`src/rtl/gpio_irq_pkg.sv`:
```
// Shared constants for the GPIO input / interrupt front end.
// Register indices, debounce counter width and bus widths.
package gpio_irq_pkg;

  localparam int BUS_AW = 24;
  localparam int BUS_DW = 32;
  localparam int DB_W   = 16;

  localparam logic [2:0] REG_IN       = 3'd0;
  localparam logic [2:0] REG_IRQ_EN   = 3'd1;
  localparam logic [2:0] REG_RISE_EN  = 3'd2;
  localparam logic [2:0] REG_FALL_EN  = 3'd3;
  localparam logic [2:0] REG_PENDING  = 3'd4;
  localparam logic [2:0] REG_DB_LIMIT = 3'd5;

endpackage

```
`src/rtl/gpio_in_filter.sv`:
```
// Per-pin pad synchroniser with optional debounce counter.
// Debounce is built only when GPIO_IRQ_DEBOUNCE_EN is defined.
module gpio_in_filter
  import gpio_irq_pkg::*;
#(
  parameter int SYNC_DEPTH = 2
) (
  input  logic            clk,
  input  logic            resetn,
  input  logic            pad,
`ifdef GPIO_IRQ_DEBOUNCE_EN
  input  logic [DB_W-1:0] db_limit,
`endif
  output logic            gpio_sync
);

  logic [SYNC_DEPTH-1:0] sync_q;

  always_ff @(posedge clk or negedge resetn) begin
    if (!resetn) sync_q <= '0;
    else         sync_q <= {sync_q[SYNC_DEPTH-2:0], pad};
  end

`ifdef GPIO_IRQ_DEBOUNCE_EN
  logic            raw;
  logic [DB_W-1:0] cnt;

  assign raw = sync_q[SYNC_DEPTH-1];

  // Output follows raw only after DB_LIMIT+1 consecutive differing cycles
  always_ff @(posedge clk or negedge resetn) begin
    if (!resetn) begin
      cnt       <= '0;
      gpio_sync <= 1'b0;
    end else if (raw == gpio_sync) begin
      cnt <= '0;
    end else if (cnt == db_limit) begin
      cnt       <= '0;
      gpio_sync <= raw;
    end else begin
      cnt <= cnt + 1'b1;
    end
  end
`else
  assign gpio_sync = sync_q[SYNC_DEPTH-1];
`endif

endmodule

```
`src/rtl/gpio_irq_ctrl.sv`:
```
// GPIO input front end: sync, edge detect, pending latch, level irq.
// Optional per-pin debounce via GPIO_IRQ_DEBOUNCE_EN.
module gpio_irq_ctrl
  import gpio_irq_pkg::*;
#(
  parameter int NPINS      = 8,
  parameter int SYNC_DEPTH = 2
) (
  input  logic              clk,
  input  logic              resetn,
  input  logic              valid,
  output logic              ready,
  input  logic              wen,
  input  logic [BUS_AW-1:0] addr,
  input  logic [BUS_DW-1:0] wdata,
  output logic [BUS_DW-1:0] rdata,
  input  logic [NPINS-1:0]  pad_i,
  output logic [NPINS-1:0]  gpio_sync,
  output logic              irq
);

  logic [NPINS-1:0]  prev;
  logic [NPINS-1:0]  irq_en;
  logic [NPINS-1:0]  rise_en;
  logic [NPINS-1:0]  fall_en;
  logic [NPINS-1:0]  pending;
  logic [NPINS-1:0]  evt;
  logic [NPINS-1:0]  w1c_mask;
  logic [2:0]        idx;
  logic              acc;
  logic              wr;
  logic [BUS_DW-1:0] rd_val;
  logic              unused_bus;

`ifdef GPIO_IRQ_DEBOUNCE_EN
  logic [DB_W-1:0]   db_limit;
`endif

  assign idx        = addr[4:2];
  assign acc        = valid & ~ready;
  assign wr         = acc & wen;
  assign unused_bus = ^{addr[23:5], addr[1:0], wdata};

  for (genvar g = 0; g < NPINS; g++) begin : g_pin
    gpio_in_filter #(
      .SYNC_DEPTH(SYNC_DEPTH)
    ) u_filt (
      .clk      (clk),
      .resetn   (resetn),
      .pad      (pad_i[g]),
`ifdef GPIO_IRQ_DEBOUNCE_EN
      .db_limit (db_limit),
`endif
      .gpio_sync(gpio_sync[g])
    );
  end

  assign evt = (gpio_sync & ~prev & rise_en)
             | (~gpio_sync & prev & fall_en);

  assign w1c_mask = (wr && idx == REG_PENDING)
                  ? wdata[NPINS-1:0] : '0;

  always_comb begin
    rd_val = '0;
    unique case (idx)
      REG_IN:      rd_val[NPINS-1:0] = gpio_sync;
      REG_IRQ_EN:  rd_val[NPINS-1:0] = irq_en;
      REG_RISE_EN: rd_val[NPINS-1:0] = rise_en;
      REG_FALL_EN: rd_val[NPINS-1:0] = fall_en;
      REG_PENDING: rd_val[NPINS-1:0] = pending;
`ifdef GPIO_IRQ_DEBOUNCE_EN
      REG_DB_LIMIT: rd_val[DB_W-1:0] = db_limit;
`endif
      default:     rd_val = '0;
    endcase
  end

  // Set wins over a same-cycle W1C clear
  always_ff @(posedge clk or negedge resetn) begin
    if (!resetn) begin
      ready   <= 1'b0;
      rdata   <= '0;
      prev    <= '0;
      pending <= '0;
      irq     <= 1'b0;
    end else begin
      ready   <= acc;
      rdata   <= (acc && !wen) ? rd_val : '0;
      prev    <= gpio_sync;
      pending <= (pending & ~w1c_mask) | evt;
      irq     <= |(pending & irq_en);
    end
  end

  always_ff @(posedge clk or negedge resetn) begin
    if (!resetn) begin
      irq_en  <= '0;
      rise_en <= '0;
      fall_en <= '0;
`ifdef GPIO_IRQ_DEBOUNCE_EN
      db_limit <= '0;
`endif
    end else if (wr) begin
      unique case (idx)
        REG_IRQ_EN:  irq_en  <= wdata[NPINS-1:0];
        REG_RISE_EN: rise_en <= wdata[NPINS-1:0];
        REG_FALL_EN: fall_en <= wdata[NPINS-1:0];
`ifdef GPIO_IRQ_DEBOUNCE_EN
        REG_DB_LIMIT: db_limit <= wdata[DB_W-1:0];
`endif
        default: ;
      endcase
    end
  end

endmodule

```
`config.mk`:
```
export PLATFORM = sky130hd
export DESIGN_NAME = gpio_irq_ctrl
export DESIGN_NICKNAME = d
export VERILOG_FILES = /design/src/rtl/gpio_irq_pkg.sv /design/src/rtl/gpio_in_filter.sv /design/src/rtl/gpio_irq_ctrl.sv
export SDC_FILE = /design/constraint.sdc
export NUM_CORES = 1
export LEC_CHECK = 0
export CORE_MARGIN = 3
export CORE_UTILIZATION = 50
export CTS_BUF_LIST = sky130_fd_sc_hd__clkbuf_4 sky130_fd_sc_hd__clkbuf_8
export CTS_CLUSTER_SIZE = 10
export DETAILED_ROUTE_END_ITERATION = 6
export DONT_BUFFER_PORTS = 1
export PLACE_DENSITY = 0.75
export REMOVE_ABC_BUFFERS = 1
export SLEW_MARGIN = 20
export SYNTH_ARGS = -nofsm -noshare
export SYNTH_HDL_FRONTEND = slang
export SYNTH_SLANG_ARGS = --single-unit
```
`constraint.sdc`:
```
create_clock -name clk -period 4.1 [get_ports clk]
set_input_delay 0.615 -clock clk [delete_from_list [all_inputs] [get_ports clk]]
set_output_delay 0.615 -clock clk [all_outputs]
set_load 0.01 [all_outputs]
```
==> summary.md <==
| Metric | Value |
|---|---|
| Clock-pin slew on the worst setup and hold paths | `60 ps` |
| GRT Overall Usage | `16.41%` |
| Worst reg2reg path depth | `3` |
| Clock Latency Late Sink | `330 ps` |
| Grt ovf | `0` |
| Nets | `306` |
| Leak pwr | `1.351 nW` |
| Synthesized area | `2999 sq um` |
| Most frequent cells in the layout | `dfrtp_1, nand3b_1, mux2_2, conb_1, clkbuf_8` |
| Distinct cells, synth | `32` |
| Pre-antenna DRT Iters | `4` |
| Fill cell total of the finished layout | `487` |
| Reg2Reg Launch Point | `ready` |
| Peak supply drop | `0.2520 mV` |
| Critical Path Sink Type | `flip-flop` |
| Setup CP Type | `reg2reg` |
| Final Max Slew Viols | `0` |
| Worst min-delay path category | `in2async` |
| Crit path DAT | `2070 ps` |
| Slew HR | `56.17%` |
| Area after DPL | `2874 sq um` |
| ANT cells | `0` |
| FP Rows | `27` |
| Initial Utilization | `53.16%` |
| RSZ-0062 raised after global routing | `no` |
| Max-cap violations | `0` |
| Port Buffers | `0` |
| Area delta synth->final | `3.171%` |
| Initial antenna violation count | `0` |
| Least-Margin Pin Slew | `657.5 ps` |
| Via count | `1,760` |
| Max clock buf depth | `2` |
| CTS H-Tree Depth | `3` |
| Hold Vio Cnt, Final | `0` |
| Maximum number of pins on one net before global-route repair | `67` |
| CP Launch Type | `flip-flop` |
| Die Span X | `83.45 microns` |
| Most common library cell in the layout ignoring fill and taps | `dfrtp_1` |
| TritonCTS buffer count | `9` |
| Final instance area | `3094 sq um` |
| Clock skew | `6.077 ps` |
| Ports | `110` |
| Layout cell share with drive strength beyond 1 | `17.36%` |
| Tcrit/Tclk final | `45.12%` |
| Routed WL | `5.596 mm` |
| Post-route ant nets | `0` |
| CP max FO | `8` |
| Worst Path Required | `4320 ps` |
| Avg Synthesized Cell Area | `12.19 sq um` |
| Reg2reg setup slack | `2250 ps` |
| Tmin final | `1850 ps` |
| Post-DP HPWL | `3.594 mm` |
| Vias per std cell | `5.605` |
| Post-synth EDFFs | `0` |
| Final setup violation count | `0` |
| Outcome | `completed` |
| WL/cell | `17.82 microns` |
| Ys async rst share | `100.0%` |
| Drt drc | `0` |
| Clk sinks | `66` |
| Initial DRC Count | `114` |
| F_max | `540.6 MHz` |
| Setup TNS | `0 ps` |
| FF+latch count, synth | `66` |
| Multi-input gate area | `1106 sq um` |
| Total power divided by cell area | `480.2 nW/um^2` |
| Core ar. | `5642 sq um` |
| CTS Root Cell | `clkbuf_8` |
| Synth warn | `0` |
| Die area | `6964 sq um` |
| First-pass GRT wire length | `8.907 mm` |
| Storage cell area | `1652 sq um` |
| Cells after Synth | `246` |
| Worst setup margin | `2250 ps` |
| Sequential element share of the synthesized area | `55.07%` |
| Post-place setup slack | `2078 ps` |
| Routability cong. | `0.7169` |
| Die Ht | `83.45 microns` |
| Vias in the first global route | `1,756` |
| CTS tree | `yes` |
| Worst reg2reg endpoint | `fall_en[6]` |
| Most used flip-flop cell after synthesis | `dfrtp_1` |
## worst max-delay path by stage
stage | endpoint | startpoint
after floorplan | rdata[6] | addr[3]
after global placement | rdata[6] | addr[3]
after detailed placement | rdata[0] | addr[3]
after CTS | fall_en[6] | ready
after global routing | fall_en[0] | ready
final | fall_en[6] | ready
## Yosys cell counts, drive strengths merged (2+ instances only)
library cell	instances	area share [%]
buf	38	9.4
mux2i	8	2.7
a22oi	4	1.0
a21oi	8	1.3
clkbuf	5	0.63
o32ai	6	1.8
mux2	24	9.0
nor2	2	0.25
nand3b	25	6.3
nand2	9	1.1
o31a	2	0.58
inv	7	0.88
nand3	8	1.3
a21o	8	2.0
o21ai	7	1.2
o21a	6	1.5
dfrtp	66	55
## registers in the layout, summed over array words and instances (netlist names)
signal,count
g_pin.u_filt.sync_q,16
rdata,8
prev,8
ready,1
rise_en,8
irq,1
fall_en,8
pending,8
irq_en,8
## critical path, cell delays in order (launching register included)
cell,delay (ps)
dfrtp_1,480
and4bb_1,360
and3_1,490
mux2_2,400
## final cells by class
type                       count  area share [%]
timing repair buffer           1          0.8896
clock inverter                 3           1.294
inverter                       7          0.8492
clock buffer                  12           4.933
tap                           72           2.911
multi-input combinational    153           35.75
sequential                    66           53.38
## where the power goes
part	internal, mW	switching, mW	leakage, nW
registers	0.733	0.0667	0.786
logic	0.0894	0.0730	0.462
clock network	0.306	0.218	0.103
total	1.13	0.358	1.35
## per-layer routing
metal | routed length (microns) | global-route usage [%]
met3 | 490 | 7.502
met2 | 2697 | 25.87
met4 | 57 | 5.556
met5 | 0 | 0
met1 | 2349 | 20.05
## cells by family after synthesis
kind of cell | count (synthesis) | share of synthesized area [%]
other | 1 | 0.1250
multiplexers | 32 | 11.68
flip-flops | 66 | 55.07
AO/OA/AOI/OAI | 43 | 10.47
buffers and inverters | 50 | 10.93
AND/OR/NAND/NOR | 54 | 11.72
## timing repair
action                                 4_1_cts  5_1_grt
buffers inserted                             0        0
hold buffers                                 1        0
endpoints found under the hold margin       66        0
setup endpoints to repair                    0        0
gates resized for setup                      0        0
## per-stage QoR
stage | util (%) | hold WS [ps] | power (mW) | cells
floorplan | - | 319.4 | 0.9199 | 226
global placement | 50.94 | 321.1 | 0.9483 | 298
detailed placement | 50.94 | 321.3 | 0.9585 | 298
CTS | 54.85 | 155.8 | 1.504 | 314
global route | 54.85 | 148.6 | 1.564 | 314
finish | 54.85 | 150.1 | 1.486 | 314
No activity file was read; power rests on OpenSTA's default activity.
==> RTL edit, RTL diff (config.mk and constraints unchanged) <==
Take the reset off `rdata` and load it in a clocked block of its own.
--- a/src/rtl/gpio_irq_ctrl.sv
+++ b/src/rtl/gpio_irq_ctrl.sv
@@ -81,5 +81,4 @@
     if (!resetn) begin
       ready   <= 1'b0;
-      rdata   <= '0;
       prev    <= '0;
       pending <= '0;
@@ -87,9 +86,12 @@
     end else begin
       ready   <= acc;
-      rdata   <= (acc && !wen) ? rd_val : '0;
       prev    <= gpio_sync;
       pending <= (pending & ~w1c_mask) | evt;
       irq     <= |(pending & irq_en);
     end
+  end
+
+  always_ff @(posedge clk) begin
+    rdata <= (acc && !wen) ? rd_val : '0;
   end
 
Behaviour: differs if resetn is asserted again (counterexample within 4 cycles, from zero or initial values and one cycle with resetn low); with resetn held inactive, the same outputs for 4 cycles.
==> RTL edit against the unedited design <==
Worst hold slack lost 0.016 ns; area after synthesis is essentially flat; non-clock buffer count is the same; largest cell class unchanged; sequential cell count unchanged; total power fell by 2.2%; wire length is 3.2% lower; cell area shrank 0.81%; cell count unchanged; setup slack improved by 0.28 ns.
==> RTL edit: results (changes against the unedited design) <==
Worst setup path
  • Critical Path End: fall_en[0]$_DFFE_PN0P_
  • Crit path DAT: 1.79 ns (-0.28 ns)
  • Slowest Stage Delay on Critical Path: 0.43 ns (-0.06 ns)
  • RR Endpoint: fall_en[0]$_DFFE_PN0P_
  • Reg-to-reg slack, setup: 2.53 ns (+0.28 ns)
  • Delay-heaviest family, CP: simple AND/OR/NAND/NOR gates
  • Worst setup startpoint: ready$_DFF_PN0_
  • Crit-path max FO: 8 (unchanged)
  • Slowest CP cell: dfrtp_1
  • Crit path kind: register to register

Routing
  • Routed wl met3: 472 um (-3.7%)
  • DR vias: 1728 (-1.8%)
  • WL met1: 2360 um (+0.26%)
  • Max layer used: met4
  • Initial DRT Pass Iterations: 5 (+1)
  • Routed wire length: 5420 um (-3.2%)
  • DR WL met2: 2520 um (-6.7%)
  • Number of DRC markers in iteration 0: 129 (+13%)

Layout
  • Non-clock buffer share of cell area: 0.897% (+0.0073 points)
  • Multi-input combinational area share: 37.1% (+1.3 points)
  • Max reg flops: 16 (unchanged)
  • Layout cells sized above 1: 19.0% (+1.7 points)
  • Antenna cell count: 0 (unchanged)
  • Clkbuf count: 14 (+2)
  • Multi-In Gates: 152 (-0.65%)
  • Clock network area share: 5.63% (-0.60 points)
  • Inverters: 8 (+1)
  • Fill cells: 458 (-6.0%)
  • Seq area share: 52.5% (-0.87 points)
  • Buffers, non-clock: 1 (unchanged)
  • Fin nets: 306 (unchanged)

Clock tree
  • Longest Clk Path Bufs: 2 (unchanged)
  • Worst-path clk slew: 0.07 ns
  • H-tree levels: 3 (unchanged)
  • Root Buffer: clkbuf_8
  • Clock insertion delay at the later pin of the skew report: around 0.34 ns
  • Setup repair bufs after CTS: 0 (unchanged)

Power
  • LEAKAGE: 0.00133 uW (-1.4%)
  • VDD IR max: 0.223 mV (-12%)

Logic synthesis
  • Main flop type after synthesis: dfrtp_1
  • Multiplexer share of the synthesized area: 12.7% (+1.0 points)
  • Post-synthesis compound-gate area fraction: 10.2% (-0.24 points)
  • Unique cell type count in the Yosys netlist: 31 (-3.1%)
  • Top cells by area, synth: dfrtp_1 (48%), buf_4 (8.3%), mux2_2 (6.0%), nand3b_1 (5.8%), dfxtp_1 (5.3%)
  • Post-synthesis adder-cell area fraction: 0% (unchanged)
  • Warnings from Yosys: 0 (unchanged)
  • Most instantiated cells after synthesis: dfrtp_1 (58), buf_4 (33), nand3b_1 (23)
  • Register area share after synthesis: 53.8% (-1.3 points)
  • Ys async rst share: 87.9% (-12 points)

Place
  • RePlAce Congestion: 0.726 (+1.2%)
  • DP HPWL: 3460 um (-3.7%)
  • IO Port Bufs: 0 (unchanged)

STA
  • Hold slack: 0.134 ns (-0.0161 ns)
  • Clk_skew: 0.00672 ns (+0.000641 ns)

Worst hold path
  • Hold WC Path Type: input pin to async pin

GRT
  • Largest net degree at the start of global routing: 59 (-12%)
  • GRT Util Overall: 16.6% (+0.15 points)

Floorplan
  • Core area: 0.00564 mm2 (unchanged)

Outcome
  • Outcome: finished clean
==> RTL edit: repair_timing <==
item | 4_1_cts | 5_1_grt
resized for setup | 0 | 0
endpoints found under the hold margin | 58 | 0
hold buffers | 1 | 0
==> RTL edit: metrics by stage <==
step           power, uW  util (%)  setup slack [ns]  std cells  cell area, um2
2_1_floorplan        932         -              2.48        226            2780
3_3_place_gp         959      50.9              2.41        298            2870
3_5_place_dp         968      50.9              2.40        298            2870
4_1_cts             1470      54.4              2.53        314            3070
5_1_grt             1530      54.4              2.47        314            3070
6_report            1450      54.4              2.53        314            3070
==> RTL edit: routing by layer <==
layer,vias to the layer above,GRT usage [%]
met3,9,6.45
met1,861,21.7
met5,-,0
li1,795,-
met2,63,24.8
met4,0,6.58
==> RTL edit: where the power goes <==
group	leakage [uW]	internal [uW]	total (uW)	switching [uW]
sequential	0.000740	732	798	65.9
clock	0.0000942	259	481	222
combinational	0.000498	101	174	72.3
total	0.00133	1090	1450	360
